## src/rtl/hazard_scoreboard_pkg.sv

```systemverilog
// Shared constants for the hazard scoreboard: default register count,
// producer-to-consumer latencies and the countdown width helper.
package hazard_scoreboard_pkg;

  localparam int NUM_REGS_DEF     = 16;
  localparam int LOAD_USE_LAT_DEF = 1;
  localparam int ALU_BR_LAT_DEF   = 2;
  localparam int LOAD_BR_LAT_DEF  = 3;

  // Bits needed to hold the largest of three latencies (at least 1).
  function automatic int cnt_width(input int a, input int b, input int c);
    int m;
    m = a;
    if (b > m) m = b;
    if (c > m) m = c;
    return (m < 1) ? 1 : $clog2(m + 1);
  endfunction

  localparam int CNT_W_DEF = cnt_width(LOAD_USE_LAT_DEF, LOAD_BR_LAT_DEF, ALU_BR_LAT_DEF);

endpackage

```

## src/rtl/hazard_scoreboard_sb_entry.sv

```systemverilog
// One scoreboard entry: the EX-forwarding and ID-branch countdowns of a
// single architectural register.
//   clk, rst          : clock, asynchronous active-high reset
//   load              : newest producer of this register issues this cycle
//   ex_init, br_init  : countdown values written on load
//   ex_cnt, br_cnt    : current countdown values
module sb_entry
  import hazard_scoreboard_pkg::*;
#(
  parameter int CNT_W = CNT_W_DEF
) (
  input  logic             clk,
  input  logic             rst,
  input  logic             load,
  input  logic [CNT_W-1:0] ex_init,
  input  logic [CNT_W-1:0] br_init,
  output logic [CNT_W-1:0] ex_cnt,
  output logic [CNT_W-1:0] br_cnt
);

  // A load always wins over the decrement so the newest producer's
  // latency is what consumers see.
  always_ff @(posedge clk or posedge rst) begin
    if (rst) begin
      ex_cnt <= '0;
      br_cnt <= '0;
    end else if (load) begin
      ex_cnt <= ex_init;
      br_cnt <= br_init;
    end else begin
      if (ex_cnt != '0) ex_cnt <= ex_cnt - CNT_W'(1);
      if (br_cnt != '0) br_cnt <= br_cnt - CNT_W'(1);
    end
  end

endmodule

```

## src/rtl/hazard_scoreboard.sv

```systemverilog
// Register hazard scoreboard for the ID stage. Tracks, per register, how
// many cycles remain until a pending result is usable by an EX consumer
// (forwarding) and by a branch resolving in ID (no forwarding), and raises
// a combinational stall when the ID instruction would read too early.
//   clk, rst            : clock, asynchronous active-high reset
//   id_valid            : ID holds a valid instruction
//   id_rs, id_rt        : source indices; id_rs_used/id_rt_used qualify them
//   id_is_branch        : sources are read in ID (checked against br countdown)
//   id_writes, id_is_load, id_rd : destination description
//   flush               : ID instruction is squashed this cycle
//   stall               : hold PC and IF/ID, bubble into EX
//   busy                : bit r set while register r's branch countdown is nonzero
//   stall_cycles        : saturating count of stalled cycles
module hazard_scoreboard
  import hazard_scoreboard_pkg::*;
#(
  parameter int NUM_REGS     = NUM_REGS_DEF,
  parameter int LOAD_USE_LAT = LOAD_USE_LAT_DEF,
  parameter int ALU_BR_LAT   = ALU_BR_LAT_DEF,
  parameter int LOAD_BR_LAT  = LOAD_BR_LAT_DEF
) (
  input  logic                        clk,
  input  logic                        rst,
  input  logic                        id_valid,
  input  logic [$clog2(NUM_REGS)-1:0] id_rs,
  input  logic [$clog2(NUM_REGS)-1:0] id_rt,
  input  logic                        id_rs_used,
  input  logic                        id_rt_used,
  input  logic                        id_is_branch,
  input  logic                        id_writes,
  input  logic                        id_is_load,
  input  logic [$clog2(NUM_REGS)-1:0] id_rd,
  input  logic                        flush,
  output logic                        stall,
  output logic [NUM_REGS-1:0]         busy,
  output logic [15:0]                 stall_cycles
);

  localparam int RW    = $clog2(NUM_REGS);
  localparam int CNT_W = cnt_width(LOAD_USE_LAT, LOAD_BR_LAT, ALU_BR_LAT);

  logic [CNT_W-1:0] ex_cnt [NUM_REGS];
  logic [CNT_W-1:0] br_cnt [NUM_REGS];
  logic [CNT_W-1:0] ex_init;
  logic [CNT_W-1:0] br_init;
  logic [CNT_W-1:0] rs_cnt;
  logic [CNT_W-1:0] rt_cnt;
  logic             rs_haz;
  logic             rt_haz;
  logic             issue;
  logic             wr_en;

  assign ex_init = id_is_load ? CNT_W'(LOAD_USE_LAT) : '0;
  assign br_init = id_is_load ? CNT_W'(LOAD_BR_LAT)  : CNT_W'(ALU_BR_LAT);

  // Writes to register 0 never reach an entry, so R0 can never be busy.
  assign issue = id_valid & ~flush & ~stall;
  assign wr_en = issue & id_writes & (id_rd != '0);

  for (genvar r = 0; r < NUM_REGS; r++) begin : g_entry
    sb_entry #(.CNT_W(CNT_W)) u_entry (
      .clk     (clk),
      .rst     (rst),
      .load    (wr_en && (id_rd == RW'(r))),
      .ex_init (ex_init),
      .br_init (br_init),
      .ex_cnt  (ex_cnt[r]),
      .br_cnt  (br_cnt[r])
    );
    assign busy[r] = (br_cnt[r] != '0);
  end

  // Sources are compared against the registered (pre-issue) countdowns, so
  // an instruction reading its own destination sees the older producer.
  always_comb begin
    rs_cnt = id_is_branch ? br_cnt[id_rs] : ex_cnt[id_rs];
    rt_cnt = id_is_branch ? br_cnt[id_rt] : ex_cnt[id_rt];
    rs_haz = id_rs_used && (id_rs != '0) && (rs_cnt != '0);
    rt_haz = id_rt_used && (id_rt != '0) && (rt_cnt != '0);
    stall  = id_valid && !flush && (rs_haz || rt_haz);
  end

  always_ff @(posedge clk or posedge rst) begin
    if (rst) begin
      stall_cycles <= '0;
    end else if (stall && (stall_cycles != 16'hFFFF)) begin
      stall_cycles <= stall_cycles + 16'd1;
    end
  end

endmodule
```

## config.mk

```make
export PLATFORM = sky130hd
export DESIGN_NAME = hazard_scoreboard
export DESIGN_NICKNAME = d
export VERILOG_FILES = /design/src/rtl/hazard_scoreboard_pkg.sv /design/src/rtl/hazard_scoreboard_sb_entry.sv /design/src/rtl/hazard_scoreboard.sv
export SDC_FILE = /design/constraint.sdc
export NUM_CORES = 1
export LEC_CHECK = 0
export BUFFER_PORTS_ARGS = -buffer_cell sky130_fd_sc_hd__buf_2
export CAP_MARGIN = 20
export CORE_ASPECT_RATIO = 0.8
export CORE_MARGIN = 3
export CORE_UTILIZATION = 54
export CTS_CLUSTER_DIAMETER = 50
export DETAILED_ROUTE_END_ITERATION = 7
export PLACE_DENSITY_LB_ADDON = 0.3
export SYNTH_ARGS = -nofsm -noshare
export SYNTH_HDL_FRONTEND = slang
export SYNTH_SLANG_ARGS = --single-unit
```

## constraint.sdc

```tcl
create_clock -name clk -period 2.23 [get_ports clk]
set_input_delay 0.223 -clock clk [delete_from_list [all_inputs] [get_ports clk]]
set_output_delay 0.223 -clock clk [all_outputs]
set_load 0.005 [all_outputs]
```

==> summary.txt <==
Startpoint class of the critical path: flop
Status: finished with violations
CTS Sinks: 80
Tmin final: 2.72 ns
Primary FF master, synth: dfrtp_1
Final hold violation count: 6
N_diodes: 0
Yosys cell types: 51
Filler cells: 551
Avg WL per Cell: 18.5 um
WL final: 14500 um
Synth Area in Simple Gates: 0.184
Grt ovf: 0
RePlAce Congestion: 0.933
Final #Nets: 718
Number of buffers created by CTS: 9
Area leader, netlist: dfrtp_1
Yosys reg bits: 80
CP Class: reg -> out
Initial antenna violation count: 0
Router iterations before antenna repair: 8
Clock skew: 0.00898 ns
Highest Clock Rate: 0.368 GHz
Largest family of logic cells by synthesized area: simple AND/OR/NAND/NOR gates
Clk buf depth: 2
Req. time, crit path: 2.01 ns
Multiplexer share of the synthesized area: 0.156
Final slew viol count: 0
Number of antenna-violating nets in the routed design: 0
Vias per cell: 5.70
Vias in the first global route: 4503
Reg2reg end: g_entry[1].u_entry.br_cnt[0]$_DFFE_PP0P_
Min-delay worst type: in -> async
PD cells: 1440 nW/um^2
Die area: 10900 um^2
Synth Area in Compound Gates: 0.0460
Worst reg2reg path depth: 11
Die X: 116 um
Total power draw: 10.3 mW
DRC violations left: 0
Reg-to-reg slack, setup: -0.46 ns
Clock-pin slew on the worst setup and hold paths: 0.06 ns
Hold_buf cts: 0
Initial Util: 0.566
VDD IR max: 0.000753 V
Crit. End Element: output pin
Relative slew slack: 0.542
Clk root buf: clkbuf_16
Fraction of registers with async set/reset: 1.00
Register area share after synthesis: 0.382
Post-synth EDFFs: 0
Total negative slack: -23.08 ns
Area growth syn-to-layout: 36.5%
Setup Viol. Count Final: 77
Post-Synth XOR/XNOR Area: 0.0785
Synth cell count leaders: inv_1 (83), dfrtp_1 (80), nor2_1 (63), xnor2_1 (47), ha_1 (33)
Synth Area per Inst: 10.3 um^2
Hold_ws: -0.0108 ns
Yosys top cell area share: 0.382
Worst endpoint data arrival time: 2.49 ns
Post-Synthesis Cell Area: 5250 um^2
Top-count cell post-synth: inv_1
YS warnings: 0
Die Y-Extent: 94.2 um
Max H-tree Level: 3
Post-DP HPWL: 9630 um
Io pins: 54
Worst Path Max Fanout: 7
Layout cell share with drive strength beyond 1: 0.396
Fin crit share: 1.22
First-pass GRT wire length: 21800 um
Worst-Margin Slew: 0.686 ns
Rows: 31
Port Buf Inserts: 53
Placed Cells: 750
Non-filler cells, final: 784
Tot GR Track Use: 0.263
Cells after Synth: 510
Leakage: 3.50 nW
Core footprint: 9270 um^2
CTS tree: done
Crit Reg-Reg Startpoint: g_entry[11].u_entry.br_cnt[1]$_DFFE_PP0P_
Initial DRC count: 305
Synth Net Count: 564
Skew-Pair Late Insertion Delay: 0.35 ns
Max-cap violations: 0
Unrepaired setup endpoints after global routing: yes
Fin worst setup slack: -0.486 ns
Failing checks: hold timing, setup timing
Largest net degree at the start of global routing: 81
Area share of fa/ha/maj cells after synthesis: 0.0787
Top cells by area, synth: dfrtp_1 (38%), ha_1 (7.9%), xnor2_1 (7.8%), inv_1 (5.9%), mux2_1 (5.8%)
Via count: 4470
[registers in the layout (all words and copies together), names as in the netlist]
| name | count |
|---|---|
| g_entry.u_entry.br_cnt | 32 |
| g_entry.u_entry.ex_cnt | 32 |
| stall_cycles | 16 |
[stage by stage]
stage          worst slack [ns]  area [um^2]  utilization
4_1_cts                  -0.464         6940        0.749
3_3_place_gp             -0.456         6400        0.691
3_5_place_dp             -0.519         6400        0.691
6_report                 -0.486         7160        0.772
2_1_floorplan            -0.111         5360            -
5_1_grt                  -0.554         7160        0.772
[power by group]
part / internal (mW) / switching (mW) / total (mW)
registers: 2.13 / 0.479 / 2.61
clock network: 1.07 / 0.600 / 1.67
logic: 3.34 / 2.70 / 6.04
total: 6.54 / 3.78 / 10.3
[layer usage]
| metal | share of wire | track usage | wire length, um | up-vias |
|---|---|---|---|---|
| met1 | 0.41 | 0.326 | 5930 | 2224 |
| met3 | 0.053 | 0.0554 | 766 | 49 |
| met5 | 0 | 0 | 0 | - |
| li1 | - | - | - | 2024 |
| met2 | 0.51 | 0.446 | 7320 | 173 |
| met4 | 0.032 | 0.107 | 457 | 0 |
[logic make-up (layout without fill, tap and decap cells)]
group,Yosys count,count (layout)
AOI/OAI and AO/OA,33,33
muxes,63,63
adders and majority gates,33,33
DFF,80,80
buffers and inverters,96,255
and+or+nand+nor,158,158
xor gates and xnor gates,47,47
[placed cells by master (no fill, tap or decap), types with 4 or more instances in the layout]
master | netlist | layout
inv_1 | 83 | 82
mux2_4 | 0 | 23
xnor2_1 | 47 | 44
nand2b_1 | 4 | 4
nor2_4 | 0 | 4
mux2i_1 | 19 | 18
nand3_4 | 0 | 7
nor4_4 | 9 | 11
nand3_1 | 15 | 4
clkbuf_16 | 0 | 9
buf_4 | 4 | 86
or2_1 | 14 | 14
nand4_1 | 6 | 6
buf_6 | 0 | 10
mux4_2 | 12 | 12
buf_12 | 0 | 4
and3_1 | 10 | 9
buf_2 | 2 | 52
a21oi_1 | 17 | 16
nand2_1 | 10 | 9
ha_1 | 33 | 33
nor2_2 | 0 | 8
nor2_1 | 63 | 51
dfrtp_1 | 80 | 80
nand3_2 | 0 | 4
nor3_4 | 0 | 4
mux2_1 | 27 | 9
[worst max path at each step]
stage	startpoint	to	slack (ns)	cells past startpoint
after global routing	g_entry[14].u_entry.br_cnt[0]$_DFFE_PP0P_	g_entry[1].u_entry.br_cnt[0]$_DFFE_PP0P_	-0.55	12
final	g_entry[10].u_entry.ex_cnt[1]$_DFFE_PP0P_	stall	-0.49	9
after global placement	id_rt[0]	g_entry[1].u_entry.ex_cnt[0]$_DFFE_PP0P_	-0.46	10
after detailed placement	g_entry[9].u_entry.br_cnt[1]$_DFFE_PP0P_	g_entry[1].u_entry.br_cnt[0]$_DFFE_PP0P_	-0.52	8
after CTS	g_entry[11].u_entry.ex_cnt[0]$_DFFE_PP0P_	stall	-0.46	9
after floorplan	g_entry[15].u_entry.ex_cnt[0]$_DFFE_PP0P_	g_entry[14].u_entry.ex_cnt[0]$_DFFE_PP0P_	-0.11	8
[final cells by class]
class / count / area [um^2] / share of cell area
Tap cell: 115 / 144 / 0.0201
Multi-Input combinational cell: 334 / 3210 / 0.448
Clock inverter: 4 / 73.8 / 0.0103
Sequential cell: 80 / 2000 / 0.280
Timing Repair Buffer: 155 / 1140 / 0.160
Inverter: 84 / 322 / 0.0449
Clock buffer: 12 / 267 / 0.0372
[repair_timing]
item	4_1_cts	5_1_grt
endpoints found under the setup margin	74	77
gates resized for setup	32	42
pin swaps	24	19
buffers inserted	13	10
endpoints found under the hold margin	0	0
[critical path, cell delays in order, from the launching register on]
cell     delay, ns
dfrtp_1       0.41
nor2_4        0.07
mux4_2        0.48
mux2_4        0.28
and3_4        0.18
o32ai_4       0.24
buf_12        0.16
buf_12        0.10
and2_4        0.13
buf_6         0.09
Power figures use the tool's default switching activity.
